==> src/rtl/target_round_ctrl_if.sv <==
`default_nettype none
// ============================================================================
// Module   : target_round_ctrl_if
// Desc     : Player-side inputs and display/lamp outputs of the target round
//            controller, bundled for connection between game logic and board.
// Revision : 1.0
// ============================================================================
interface target_round_ctrl_if #(
    parameter int NUM_TARGETS = 10
);
    logic                   start;
    logic [3:0]             rand_num;
    logic [NUM_TARGETS-1:0] photo_array;
    logic [3:0]             target_idx;
    logic                   target_on;
    logic [31:0]            score;
    logic [7:0]             round_cnt;
    logic                   hit_pulse;
    logic                   miss_pulse;
    logic                   game_over;

    modport master (
        output start, rand_num, photo_array,
        input  target_idx, target_on, score, round_cnt,
        input  hit_pulse, miss_pulse, game_over
    );

    modport slave (
        input  start, rand_num, photo_array,
        output target_idx, target_on, score, round_cnt,
        output hit_pulse, miss_pulse, game_over
    );
endinterface
`default_nettype wire

==> src/rtl/target_round_ctrl.sv <==
`default_nettype none
// ============================================================================
// Module   : target_round_ctrl
// Desc     : Photo-target game sequencer: picks a lamp per round, times the
//            player's shot, and keeps score and round count.
// Revision : 1.0
// ============================================================================
module target_round_ctrl #(
    parameter int NUM_TARGETS    = 10,
    parameter int ROUNDS         = 20,
    parameter int TIMEOUT_CYCLES = 50000000,
    parameter int GAP_CYCLES     = 25000000
) (
    input  wire logic          clock,
    input  wire logic          reset,
    target_round_ctrl_if.slave bus
);

    localparam logic [2:0] S_IDLE   = 3'd0;
    localparam logic [2:0] S_SELECT = 3'd1;
    localparam logic [2:0] S_ARMED  = 3'd2;
    localparam logic [2:0] S_HIT    = 3'd3;
    localparam logic [2:0] S_MISS   = 3'd4;
    localparam logic [2:0] S_GAP    = 3'd5;
    localparam logic [2:0] S_OVER   = 3'd6;

    localparam logic [3:0]  c_num_targets  = 4'(NUM_TARGETS);
    localparam logic [3:0]  c_no_prev      = 4'hF;
    localparam logic [31:0] c_timeout_load = 32'(TIMEOUT_CYCLES - 1);
    localparam logic [31:0] c_gap_load     = 32'(GAP_CYCLES - 1);
    localparam logic [31:0] c_score_max    = 32'd9999;
    localparam logic [7:0]  c_rounds       = 8'(ROUNDS);

    logic [2:0]             r_state;
    logic [2:0]             w_state_nxt;
    logic [31:0]            r_cnt;
    logic [3:0]             r_prev;
    logic [NUM_TARGETS-1:0] r_photo_q;

    logic [3:0]             r_target_idx;
    logic                   r_target_on;
    logic [31:0]            r_score;
    logic [7:0]             r_round_cnt;
    logic                   r_hit_pulse;
    logic                   r_miss_pulse;
    logic                   r_game_over;

    logic                   w_target_on_nxt;
    logic                   w_hit_pulse_nxt;
    logic                   w_miss_pulse_nxt;
    logic                   w_game_over_nxt;

    logic                   w_hit;
    logic                   w_cnt_zero;
    logic [3:0]             w_cand;
    logic [3:0]             w_pick;

    // Only a fresh 0->1 transition on the lit target counts; the edge register
    // runs in every state so a beam already blocked at arming is ignored.
    assign w_hit      = (r_state == S_ARMED) && bus.photo_array[r_target_idx]
                        && !r_photo_q[r_target_idx];
    assign w_cnt_zero = (r_cnt == 32'd0);

    always_comb begin
        w_cand = (bus.rand_num >= c_num_targets) ? (bus.rand_num - c_num_targets)
                                                 : bus.rand_num;
        w_pick = w_cand;
        if (w_cand == r_prev) begin
            w_pick = (w_cand == c_num_targets - 4'd1) ? 4'd0 : (w_cand + 4'd1);
        end
    end

    always_ff @(posedge clock) begin
        if (!reset) begin
            r_state <= S_IDLE;
        end else begin
            r_state <= w_state_nxt;
        end
    end

    always_comb begin
        w_state_nxt = r_state;
        case (r_state)
            S_IDLE, S_OVER: if (bus.start) w_state_nxt = S_SELECT;
            S_SELECT:       w_state_nxt = S_ARMED;
            S_ARMED: begin
                if (w_hit)           w_state_nxt = S_HIT;
                else if (w_cnt_zero) w_state_nxt = S_MISS;
            end
            S_HIT, S_MISS:  w_state_nxt = S_GAP;
            S_GAP: begin
                if (w_cnt_zero) w_state_nxt = (r_round_cnt == c_rounds) ? S_OVER : S_SELECT;
            end
            default:        w_state_nxt = S_IDLE;
        endcase
    end

    // Status outputs are decoded from the upcoming state and then registered.
    always_comb begin
        w_target_on_nxt  = (w_state_nxt == S_ARMED);
        w_hit_pulse_nxt  = (w_state_nxt == S_HIT);
        w_miss_pulse_nxt = (w_state_nxt == S_MISS);
        w_game_over_nxt  = (w_state_nxt == S_OVER);
    end

    always_ff @(posedge clock) begin
        if (!reset) begin
            r_cnt        <= 32'd0;
            r_prev       <= c_no_prev;
            r_photo_q    <= '0;
            r_target_idx <= 4'd0;
            r_target_on  <= 1'b0;
            r_score      <= 32'd0;
            r_round_cnt  <= 8'd0;
            r_hit_pulse  <= 1'b0;
            r_miss_pulse <= 1'b0;
            r_game_over  <= 1'b0;
        end else begin
            r_photo_q    <= bus.photo_array;
            r_target_on  <= w_target_on_nxt;
            r_hit_pulse  <= w_hit_pulse_nxt;
            r_miss_pulse <= w_miss_pulse_nxt;
            r_game_over  <= w_game_over_nxt;
            case (r_state)
                S_IDLE, S_OVER: begin
                    if (bus.start) begin
                        r_score     <= 32'd0;
                        r_round_cnt <= 8'd0;
                        r_prev      <= c_no_prev;
                    end
                end
                S_SELECT: begin
                    r_target_idx <= w_pick;
                    r_cnt        <= c_timeout_load;
                end
                S_ARMED: begin
                    if (!w_hit && !w_cnt_zero) r_cnt <= r_cnt - 32'd1;
                end
                S_HIT: begin
                    if (r_score < c_score_max) r_score <= r_score + 32'd1;
                    r_round_cnt <= r_round_cnt + 8'd1;
                    r_prev      <= r_target_idx;
                    r_cnt       <= c_gap_load;
                end
                S_MISS: begin
                    r_round_cnt <= r_round_cnt + 8'd1;
                    r_prev      <= r_target_idx;
                    r_cnt       <= c_gap_load;
                end
                S_GAP: begin
                    if (!w_cnt_zero) r_cnt <= r_cnt - 32'd1;
                end
                default: ;
            endcase
        end
    end

    assign bus.target_idx = r_target_idx;
    assign bus.target_on  = r_target_on;
    assign bus.score      = r_score;
    assign bus.round_cnt  = r_round_cnt;
    assign bus.hit_pulse  = r_hit_pulse;
    assign bus.miss_pulse = r_miss_pulse;
    assign bus.game_over  = r_game_over;

endmodule
`default_nettype wire

==> src/flat_wrapper.sv <==
// flat-port wrapper written by rule: the top's interface ports become plain ports
module target_round_ctrl_flat 
#(
    parameter int NUM_TARGETS    = 10,
    parameter int ROUNDS         = 20,
    parameter int TIMEOUT_CYCLES = 50000000,
    parameter int GAP_CYCLES     = 25000000
)
  (clock, reset, bus_start, bus_rand_num, bus_photo_array, bus_target_idx, bus_target_on, bus_score, bus_round_cnt, bus_hit_pulse, bus_miss_pulse, bus_game_over);
  target_round_ctrl_if #(.NUM_TARGETS(NUM_TARGETS)) bus_i ();
  input  wire logic clock;
  input  wire logic reset;
  input wire logic [$bits(bus_i.start)-1:0] bus_start;
  input wire logic [$bits(bus_i.rand_num)-1:0] bus_rand_num;
  input wire logic [$bits(bus_i.photo_array)-1:0] bus_photo_array;
  output wire logic [$bits(bus_i.target_idx)-1:0] bus_target_idx;
  output wire logic [$bits(bus_i.target_on)-1:0] bus_target_on;
  output wire logic [$bits(bus_i.score)-1:0] bus_score;
  output wire logic [$bits(bus_i.round_cnt)-1:0] bus_round_cnt;
  output wire logic [$bits(bus_i.hit_pulse)-1:0] bus_hit_pulse;
  output wire logic [$bits(bus_i.miss_pulse)-1:0] bus_miss_pulse;
  output wire logic [$bits(bus_i.game_over)-1:0] bus_game_over;
  assign bus_i.start = bus_start;
  assign bus_i.rand_num = bus_rand_num;
  assign bus_i.photo_array = bus_photo_array;
  assign bus_target_idx = bus_i.target_idx;
  assign bus_target_on = bus_i.target_on;
  assign bus_score = bus_i.score;
  assign bus_round_cnt = bus_i.round_cnt;
  assign bus_hit_pulse = bus_i.hit_pulse;
  assign bus_miss_pulse = bus_i.miss_pulse;
  assign bus_game_over = bus_i.game_over;
  target_round_ctrl #(.NUM_TARGETS(NUM_TARGETS), .ROUNDS(ROUNDS), .TIMEOUT_CYCLES(TIMEOUT_CYCLES), .GAP_CYCLES(GAP_CYCLES)) u_core (.clock(clock), .reset(reset), .bus(bus_i));
endmodule
==> config.mk <==
export PLATFORM = sky130hd
export DESIGN_NAME = target_round_ctrl_flat
export DESIGN_NICKNAME = d
export VERILOG_FILES = /design/src/rtl/target_round_ctrl_if.sv /design/src/rtl/target_round_ctrl.sv /design/src/flat_wrapper.sv
export SDC_FILE = /design/constraint.sdc
export NUM_CORES = 1
export LEC_CHECK = 0
export ABC_CLOCK_PERIOD_IN_PS = 6050
export BUFFER_PORTS_ARGS = -buffer_cell sky130_fd_sc_hd__buf_4
export CORE_MARGIN = 10
export CORE_UTILIZATION = 30
export DETAILED_ROUTE_END_ITERATION = 6
export GPL_TIMING_DRIVEN = 0
export MAX_ROUTING_LAYER = met4
export PLACE_DENSITY_LB_ADDON = 0.25
export SKIP_CTS_REPAIR_TIMING = 1
export SLEW_MARGIN = 20
export SYNTH_ARGS = -nofsm -noshare
export SYNTH_HDL_FRONTEND = slang
export SYNTH_SLANG_ARGS = --single-unit
==> constraint.sdc <==
create_clock -name clock -period 6.05 [get_ports clock]
set_input_delay 1.5125 -clock clock [delete_from_list [all_inputs] [get_ports clock]]
set_output_delay 1.5125 -clock clock [all_outputs]
set_load 0.03 [all_outputs]
==> results by group <==
Synthesis
  – Post-synthesis cell type count: between 60 and 70
  – Register area share after synthesis: 39.1%
  – EDFF count, synth: 0
  – Ys flop type: dfxtp_1
  – Post-Synth XOR/XNOR Area: 1.06%
  – Area leader, netlist: dfxtp_1
  – Synth top cells by count: 97 x dfxtp_1, 45 x nand2_1, 41 x a21oi_1, 41 x nor2_1, 29 x o21ai_0
  – Top cells by area, synth: dfxtp_1 39%, a21oi_1 4.1%, or4_1 4.1%
  – FFs w/ async S/R, synth: 0%
  – Syn Nets: around 630
  – Main combinational cell family by area after synthesis: simple AND/OR/NAND/NOR gates
  – Adder-Cell Fraction of Synth Area: 1.51%
  – Synth Instances: 602
  – Compound-Gate Fraction of Synth Area: about a quarter
  – Yosys reg bits: 97
  – Mean Syn Cell Area: 8.26 um^2
  – Simple-Gate Fraction of Synth Area: 30.6%
  – Count leader, synth: dfxtp_1
  – Mapped cell area: 4970 um^2
  – Synth warnings: 0
  – Synth top area share: between 30% and 40%
  – Multiplexer share of the synthesized area: 0%

Routing
  – DRT iter0 DRCs: roughly 360
  – Drt pass-1 iters: 5
  – ANT nets after route: 0
  – Drt total wl: between 15 and 20 mm
  – Vias per cell: 5.58
  – Drt drc: 0
  – DR vias: ~5,000
  – Routed wire per std cell: approximately 18 um

Critical path
  – Worst-path cell chain: buf_4 > inv_1 > o32ai_1 > o311ai_0 > or2_2 > clkbuf_1 > nand2_1 > o221a_2
  – CP Capture Type: flip-flop
  – Crit Path Class: input port to flip-flop
  – Slowest-stage cell, CP: o311ai_0
  – Crit-path max FO: 10
  – Req. time, crit path: 6300 ps
  – Crit path DAT: ~3700 ps
  – Critical path startpoint category: input port
  – Slowest Stage Delay on Critical Path: 590 ps

CTS
  – Clock transition at path regs: 70 ps
  – CTS buffer count: 9
  – Max clock buf depth: 2
  – Clk sink count: 97
  – Clock Latency Late Sink: ~360 ps
  – Root buffer cell: clkbuf_16
  – Htree depth: 3
  – TritonCTS clock tree: yes

GRT
  – Total Routing Usage GR: 14.8%
  – Vias in the first global route: ~5,000
  – Largest net degree at the start of global routing: 17
  – Initial antenna violation count: 0
  – Met2 Track Usage GR: between 20% and 30%
  – GR met1 Demand/Resource: 18.0%
  – GRT Max-Usage Layer: met2
  – GRT met3 Usage: 3.37%
  – First-pass GRT wire length: 26.0 mm
  – Gr ovfl total: 0

Floorplanning
  – Die width: ~150 um
  – Die Y: ~150 um
  – # IOs: 65
  – CORE AREA: 16,400 um^2
  – Die area: 22,100 um^2
  – FP Rows: 47
  – Initial Util: 30.3%

Power
  – Final Power: 2.04 mW
  – Max VDD drop: approximately 0.18 mV
  – PwrDens: between 300 and 400 nW/um^2
  – LEAKAGE: 2.22 nW

STA
  – Worst slew margin: 31.2%
  – Setup violators final: 0
  – Fmax: 287 MHz
  – Setup TNS: 0 ps
  – Slew Viols, Final: 0
  – Clock Skew: 10.5 ps
  – Setup ws final: approximately 2600 ps
  – Final min period: 3490 ps
  – Worst Max-Slew Pin Slew: 1020 ps
  – Crit share post-route: 57.6%
  – Final Hold Fails: 0
  – RSZ-0062 raised after global routing: no

Cells and area
  – Post-Layout Cell Count: around 900
  – Reg area: 1940 um^2
  – Layout cells sized above 1: 14.8%
  – Fill count: 1,698
  – Final Net Count: 699
  – Antenna diode count: 0
  – Area Growth Syn to Fin: 21.5%
  – Multi-input gate area: 2820 um^2

Placed design
  – Placer Congestion: ~0.90
  – Port Buffer Count: 63
  – Pre-CTS WS: 2200 ps
  – Placed Cells: 885
  – Post-DP HPWL: around 12 mm

Run
  – Maxcap violations: 0

Outcome
  – Run status: complete, no violations

Min path
  – Worst hold path class: flip-flop to flip-flop
[path summary, 6_finish.rpt]
path,from,endpoint,slack [ps],cells after the start
worst max-delay path,bus_photo_array[4],u_core.r_cnt[18],2560,8
worst min-delay path,u_core.bus.score[18],u_core.bus.score[18],490,2
worst min register to register,u_core.bus.score[18],u_core.bus.score[18],490,2
worst max register to register,u_core.r_cnt[18],u_core.r_cnt[18],2570,8
[layout by cell type, fill, tap and decap left out, drive strengths merged, types with 12 or more instances in the layout]
| master | instances |
|---|---|
| a21oi | 41 |
| a31oi | 17 |
| and3 | 19 |
| buf | 68 |
| clkbuf | 36 |
| dfxtp | 97 |
| inv | 20 |
| nand2 | 45 |
| nand3 | 19 |
| nand4 | 12 |
| nor2 | 41 |
| nor3 | 19 |
| nor4 | 20 |
| o21ai | 29 |
| o31ai | 21 |
| or3 | 12 |
| or4 | 29 |
[layer usage]
metal,wire (um),share of wire [%],vias up
met4,437,2.7,0
met3,987,6.2,28
li1,-,-,2461
met2,7320,46,162
met1,7190,45,2380
met5,0,0,-
[final cells by class]
| cell class | instances | share of cell area, % |
|---|---|---|
| Multi-Input combinational cell | 453 | 46.6 |
| Sequential cell | 97 | 32.1 |
| Timing Repair Buffer | 63 | 7.83 |
| Tap cell | 220 | 4.55 |
| Clock buffer | 10 | 3.79 |
| Buffer | 32 | 2.40 |
| Clock inverter | 6 | 1.45 |
| Inverter | 20 | 1.24 |
[per-stage QoR]
| stage | hold slack (ps) | area (um^2) | utilization [%] |
|---|---|---|---|
| after floorplan | 452 | 4970 | - |
| after global placement | 467 | 5720 | 34.9 |
| after detailed placement | 478 | 5720 | 34.9 |
| after CTS | 489 | 6040 | 36.8 |
| after global routing | 508 | 6040 | 36.8 |
| final | 491 | 6040 | 36.8 |
[logic make-up (layout without fill, tap and decap cells)]
family | after synthesis | in the layout
XOR/XNOR | 6 | 6
buffers and inverters | 52 | 131
AND/OR/NAND/NOR | 268 | 268
flip-flops | 97 | 97
adder cells (fa/ha/maj) | 6 | 6
AO/OA/AOI/OAI | 173 | 173
[power by group]
part / switching (mW) / total (mW) / leakage (nW) / internal [mW]
logic: 0.421 / 0.636 / 1.27 / 0.215
registers: 0.0730 / 0.777 / 0.790 / 0.704
clock network: 0.264 / 0.628 / 0.157 / 0.364
[state kept, by name, summed over array words and instances, names as in the netlist]
register               count
u_core.bus.game_over       1
u_core.bus.hit_pulse       1
u_core.bus.score          32
u_core.r_cnt              32
u_core.bus.miss_pulse      1
u_core.bus.target_idx      4
u_core.bus.round_cnt       8
u_core.r_photo_q          10
u_core.r_state             3
u_core.r_prev              4
u_core.bus.target_on       1
[critical path: cells and delay by family]
kind	cells	cell delay, ps
AO/OA/AOI/OAI	3	1040
buffers and inverters	3	630
AND/OR/NAND/NOR	2	560
(Power assumes the default switching activity.)
